<file path="src/rtl/key_event_encoder.sv">
// Five-key debouncer that turns accepted level changes into press/release
// events queued in a small show-ahead FIFO with a sticky overflow flag.
module key_event_encoder #(
    parameter int DEBOUNCE_CYCLES = 50000
) (
    input  logic       clk,
    input  logic       reset,
    input  logic       key_up,
    input  logic       key_down,
    input  logic       key_left,
    input  logic       key_right,
    input  logic       key_z,
    input  logic       ev_ready,
    input  logic       ovf_clr,
    output logic       ev_valid,
    output logic [3:0] ev_code,
    output logic [4:0] key_state,
    output logic       ev_overflow
);

    localparam int              CW  = 20;
    localparam logic [CW-1:0]   LIM = CW'(DEBOUNCE_CYCLES - 1);

    logic [4:0]    w_raw;
    logic [4:0]    r_sync1;
    logic [4:0]    r_sync2;
    logic [4:0]    w_level;
    logic [4:0]    w_diff;
    logic [4:0]    w_hit;
    logic [CW-1:0] r_cnt [5];
    logic [4:0]    r_key_state;
    logic [4:0]    r_pend;

    logic [4:0]    w_sel;
    logic [2:0]    w_id;
    logic          w_push;
    logic [3:0]    w_push_code;

    logic [3:0]    r_mem [4];
    logic [1:0]    r_wptr;
    logic [1:0]    r_rptr;
    logic [2:0]    r_count;
    logic          r_ovf;
    logic          w_empty;
    logic          w_full;
    logic          w_pop;
    logic          w_wr;
    logic          w_drop;

    assign w_raw = {key_z, key_right, key_left, key_down, key_up};

    // Two-flop synchronizer; idle level is released (high)
    always_ff @(posedge clk or negedge reset) begin
        if (!reset) begin
            r_sync1 <= 5'h1f;
            r_sync2 <= 5'h1f;
        end else begin
            r_sync1 <= w_raw;
            r_sync2 <= r_sync1;
        end
    end

    assign w_level = ~r_sync2;
    assign w_diff  = w_level ^ r_key_state;

    // A key flips on the cycle its counter is saturated and still differs
    always_comb begin
        w_hit = '0;
        for (int i = 0; i < 5; i++) begin
            w_hit[i] = w_diff[i] && (r_cnt[i] == LIM);
        end
    end

    // Per-key stability counters, cleared whenever the level agrees
    always_ff @(posedge clk or negedge reset) begin
        if (!reset) begin
            for (int i = 0; i < 5; i++) begin
                r_cnt[i] <= '0;
            end
        end else begin
            for (int i = 0; i < 5; i++) begin
                if (!w_diff[i] || w_hit[i]) begin
                    r_cnt[i] <= '0;
                end else begin
                    r_cnt[i] <= r_cnt[i] + CW'(1);
                end
            end
        end
    end

    // Debounced key levels
    always_ff @(posedge clk or negedge reset) begin
        if (!reset) begin
            r_key_state <= '0;
        end else begin
            r_key_state <= r_key_state ^ w_hit;
        end
    end

    // Pick one pending key per cycle: z first, then up, down, left, right
    always_comb begin
        w_sel = 5'b00000;
        w_id  = 3'd0;
        if (r_pend[4]) begin
            w_sel = 5'b10000;
            w_id  = 3'd4;
        end else if (r_pend[0]) begin
            w_sel = 5'b00001;
            w_id  = 3'd0;
        end else if (r_pend[1]) begin
            w_sel = 5'b00010;
            w_id  = 3'd1;
        end else if (r_pend[2]) begin
            w_sel = 5'b00100;
            w_id  = 3'd2;
        end else if (r_pend[3]) begin
            w_sel = 5'b01000;
            w_id  = 3'd3;
        end
    end

    assign w_push      = |r_pend;
    assign w_push_code = {|(r_key_state & w_sel), w_id};

    // Pending flags: a fresh toggle outranks the clear of a written key
    always_ff @(posedge clk or negedge reset) begin
        if (!reset) begin
            r_pend <= '0;
        end else begin
            r_pend <= (r_pend & ~w_sel) | w_hit;
        end
    end

    assign w_empty = (r_count == 3'd0);
    assign w_full  = (r_count == 3'd4);
    assign w_pop   = !w_empty && ev_ready;
    assign w_wr    = w_push && (!w_full || w_pop);
    assign w_drop  = w_push && w_full && !w_pop;

    // FIFO storage and write pointer
    always_ff @(posedge clk or negedge reset) begin
        if (!reset) begin
            for (int i = 0; i < 4; i++) begin
                r_mem[i] <= 4'b0000;
            end
            r_wptr <= 2'd0;
        end else if (w_wr) begin
            r_mem[r_wptr] <= w_push_code;
            r_wptr        <= r_wptr + 2'd1;
        end
    end

    // FIFO read pointer and occupancy
    always_ff @(posedge clk or negedge reset) begin
        if (!reset) begin
            r_rptr  <= 2'd0;
            r_count <= 3'd0;
        end else begin
            if (w_pop) begin
                r_rptr <= r_rptr + 2'd1;
            end
            if (w_wr && !w_pop) begin
                r_count <= r_count + 3'd1;
            end else if (w_pop && !w_wr) begin
                r_count <= r_count - 3'd1;
            end
        end
    end

    // Sticky overflow; a new drop beats a simultaneous clear
    always_ff @(posedge clk or negedge reset) begin
        if (!reset) begin
            r_ovf <= 1'b0;
        end else if (w_drop) begin
            r_ovf <= 1'b1;
        end else if (ovf_clr) begin
            r_ovf <= 1'b0;
        end
    end

    assign ev_valid    = !w_empty;
    assign ev_code     = w_empty ? 4'b0000 : r_mem[r_rptr];
    assign key_state   = r_key_state;
    assign ev_overflow = r_ovf;

endmodule

</file>
<file path="config.mk">
export PLATFORM = sky130hd
export DESIGN_NAME = key_event_encoder
export DESIGN_NICKNAME = d
export VERILOG_FILES = /design/src/rtl/key_event_encoder.sv
export SDC_FILE = /design/constraint.sdc
export NUM_CORES = 1
export LEC_CHECK = 0
export CORE_MARGIN = 8
export CORE_UTILIZATION = 55
export CTS_BUF_LIST = sky130_fd_sc_hd__clkbuf_16
export CTS_CLUSTER_SIZE = 16
export DETAILED_ROUTE_END_ITERATION = 10
export PLACE_DENSITY = 0.72
export SYNTH_ARGS = -nofsm -noshare
export SYNTH_HDL_FRONTEND = slang
export SYNTH_SLANG_ARGS = --single-unit
</file>
<file path="constraint.sdc">
create_clock -name clk -period 2.74 [get_ports clk]
set_input_delay 0.411 -clock clk [delete_from_list [all_inputs] [get_ports clk]]
set_output_delay 0.411 -clock clk [all_outputs]
set_load 0.02 [all_outputs]
</file>
==> metrics, run 1 <==
Worst setup SP type=flop; Core Area=12,600 sq um; count of hold buffers inserted by post-cts repair=0; gp weighted congestion=0.830; Die Width=129 um; number of clock buffers inserted by TritonCTS=17; Setup CP Type=flop to primary output; aggregate global-route resource usage=18.2%; r2r setup slk=310 ps; met1 global-route usage=23.4%; Achievable Freq=0.381 GHz; # nets final=741; Iteration-0 DRC Markers=432; total wire length after detailed routing=14.1 mm; Arr. time, crit path=2210 ps; stage delay of the slowest cell on the critical path=560 ps; number of synthesized register bits=144; Slew headroom=57.5%; CP endpoint kind=primary output; Num Clock Sinks=144; library cell used as clock root buffer=clkbuf_16; number of max-slew violations in the final report=0; worst voltage drop across the vdd grid=0.419 mV; share of synthesized area occupied by flip-flops and latches=51.2%; Required @ worst endpoint=2330 ps; height of the chip=129 um; post-place setup slack=-31.2 ps; Synth Flop Type=dfrtp_1; met3 usage=4.23%; clock tree from TritonCTS=yes; number of enable flip-flop cells after synthesis=0; cell with the biggest individual delay on the critical path=mux4_2; Total Negative Setup Slacks=0 ps; warnings from Yosys=0; dpl cells=874; Power Dens Cells=577 nW/um^2; setup repair after global routing missed its margin=no; final setup vio count=0; final worst path period share=95.8%; first-pass detailed-route iteration total=5; finished layout cell area=8080 sq um; final global-route overflow total=0; number of cells upsized or downsized after cts=0; clock transition at the register clock pins on the worst setup and hold paths after CTS=60 ps; worst min path class=primary input to asynchronous set/reset pin; post-route worst hold slack=-25.7 ps; count of cells along the worst register-to-register path=7; vias per cell=5.75; endpoints failing hold=19; non-filler instance count after layout=906; final clock skew=7.63 ps; max-cap check violation count=0; status=finished, violations left; detailed-placement wirelength estimate=9.42 mm; top-area cell type share of the netlist area=47.5%; Placed Instance Area=7480 sq um; largest fanout on the critical path=6; cells taking the most area after synthesis=dfrtp_1 48%, xnor2_1 7.7%, nor2_1 4.9%; leakage component of the power=3.26 nW; failing checks=negative hold slack; number of antenna violations at the first check in global routing=0; Die Footprint=16,700 sq um; # diodes=0; Port Buf Inserts=19; worst setup slack after layout=116 ps; largest net degree at the start of global routing=69; startpoint of the worst register-to-register path=r_count[0]; Mapped Nets=708; post-CTS repair timing setup buffer count=0; library cells used by synthesis=54; cell accounting for the most synthesized area=dfrtp_1; cell chain of the critical path=mux4_2 > and2_1 > clkdlybuf4s50_1; share of final-layout standard cells stronger than drive strength 1=11.9%; area growth from synthesis to layout=14.5%; met2 capacity usage during global routing=29.4%; clock tree buffer depth=2; DR DRC count=0; global-route wire length before repair=24.5 mm; transition at the pin with the smallest max-transition slack=637 ps; via total after detailed routing=5,205; Clock Latency Late Sink=420 ps; starting utilization of the core area=56.2%; row count=41; vias in the first global route=5,149; post-DR wirelength/cell=15.5 um; dominant delay contributor by cell family on the critical path=multiplexers; number of levels in the clock H-tree=4; Avg Synthesized Cell Area=10.3 sq um; instance count of the mapped netlist=688; buffers plus inverters on the worst setup path=1; Reg-to-Reg End=r_count[1]; clock period minus final worst setup slack=2620 ps; post-route ant nets=0; number of ports placed on the die boundary=20; async set-or-reset flop fraction in the synthesized netlist=100%; GRT busiest layer=met2; cell area after technology mapping=7060 sq um
## cells in the final DEF (no fill, tap or decap), types with 8 or more instances in the layout
| master | count |
|---|---|
| a21oi_1 | 24 |
| and3_1 | 11 |
| and4_1 | 8 |
| buf_4 | 11 |
| clkbuf_16 | 17 |
| clkdlybuf4s50_1 | 18 |
| dfrtp_1 | 134 |
| dfstp_2 | 10 |
| ha_1 | 10 |
| inv_1 | 35 |
| nand2_1 | 38 |
| nand3_1 | 30 |
| nand4_1 | 26 |
| nor2_1 | 93 |
| nor3_1 | 21 |
| nor4_1 | 28 |
| o21ai_0 | 34 |
| or3_1 | 16 |
| xnor2_1 | 62 |
| xor2_1 | 15 |
## final cells by class
class                   count  area [sq um]
fillers                  1016          4480
flip-flops and latches    144          3620
multi-input cells         493          3230
clock buffers              17           425
repair buffers             31           294
well taps                 172           215
clock inverters            15           175
inverters                  34           128
## power by group
part | total, mW | switching [mW] | internal [mW]
Clock | 2.36 | 0.863 | 1.50
Combinational | 0.124 | 0.0824 | 0.0415
Sequential | 2.18 | 0.0236 | 2.16
Total | 4.67 | 0.968 | 3.70
## worst register-to-register path, stage by stage (launching register included)
cell and delay [ps]:
dfrtp_1 430, or4b_2 720, o21ai_2 90, inv_1 60, ha_1 220, inv_1 90, fa_1 420, mux2_2 280
## metal layers
| metal | part of all wire, % | vias up |
|---|---|---|
| met5 | 0 | - |
| met1 | 46 | 2585 |
| li1 | - | 2518 |
| met3 | 3.4 | 18 |
| met2 | 49 | 84 |
| met4 | 1.5 | 0 |
## how the worst max path moves through the flow
stage | start | end | depth (start not counted) | slack, ps
global placement | ev_ready | r_count[1] | 8 | 70
finish | r_rptr[0] | ev_code[2] | 3 | 120
global route | r_rptr[0] | ev_code[2] | 3 | 10
CTS | r_rptr[0] | ev_code[2] | 3 | 70
detailed placement | ev_ready | r_count[1] | 8 | -30
floorplan | r_count[0] | r_count[1] | 8 | 270
## cells in the mapped netlist, types with 5 or more instances
master,number
a21oi_1,24
and3_1,11
and4_1,8
clkbuf_1,10
dfrtp_1,134
dfstp_2,10
ha_1,10
inv_1,34
mux2_2,6
nand2_1,38
nand3_1,30
nand4_1,26
nor2_1,93
nor3_1,21
nor4_1,28
o21ai_0,34
o31ai_1,6
or2_2,5
or3_1,16
or4_1,6
xnor2_1,62
xor2_1,15
## sequential cells by signal, summed over array words and instances (netlist names)
register,count
r_count,3
r_cnt,100
key_state,5
r_sync2,5
ev_overflow,1
r_mem,16
r_pend,5
r_sync1,5
r_wptr,2
r_rptr,2
## logic make-up after synthesis
family          share of synthesized area, %
xor+xnor                                9.56
simple gates                            23.5
mux                                     2.52
flops                                   51.2
buf+inv                                 3.00
fa+ha+maj                               2.06
compound gates                          8.15
## stage by stage
stage	power, mW	utilization, %
detailed placement	2.35	59.5
global placement	2.34	59.5
floorplan	2.27	-
global route	4.81	64.3
finish	4.67	64.3
CTS	4.70	64.3
(Power assumes the default switching activity.)
==> run 2, diff against run 1 <==
- CTS_CLUSTER_SIZE: 16 -> 25
==> results of run 2 <==
Same layout as run 1: the final DEF is identical, and so are final timing and power.
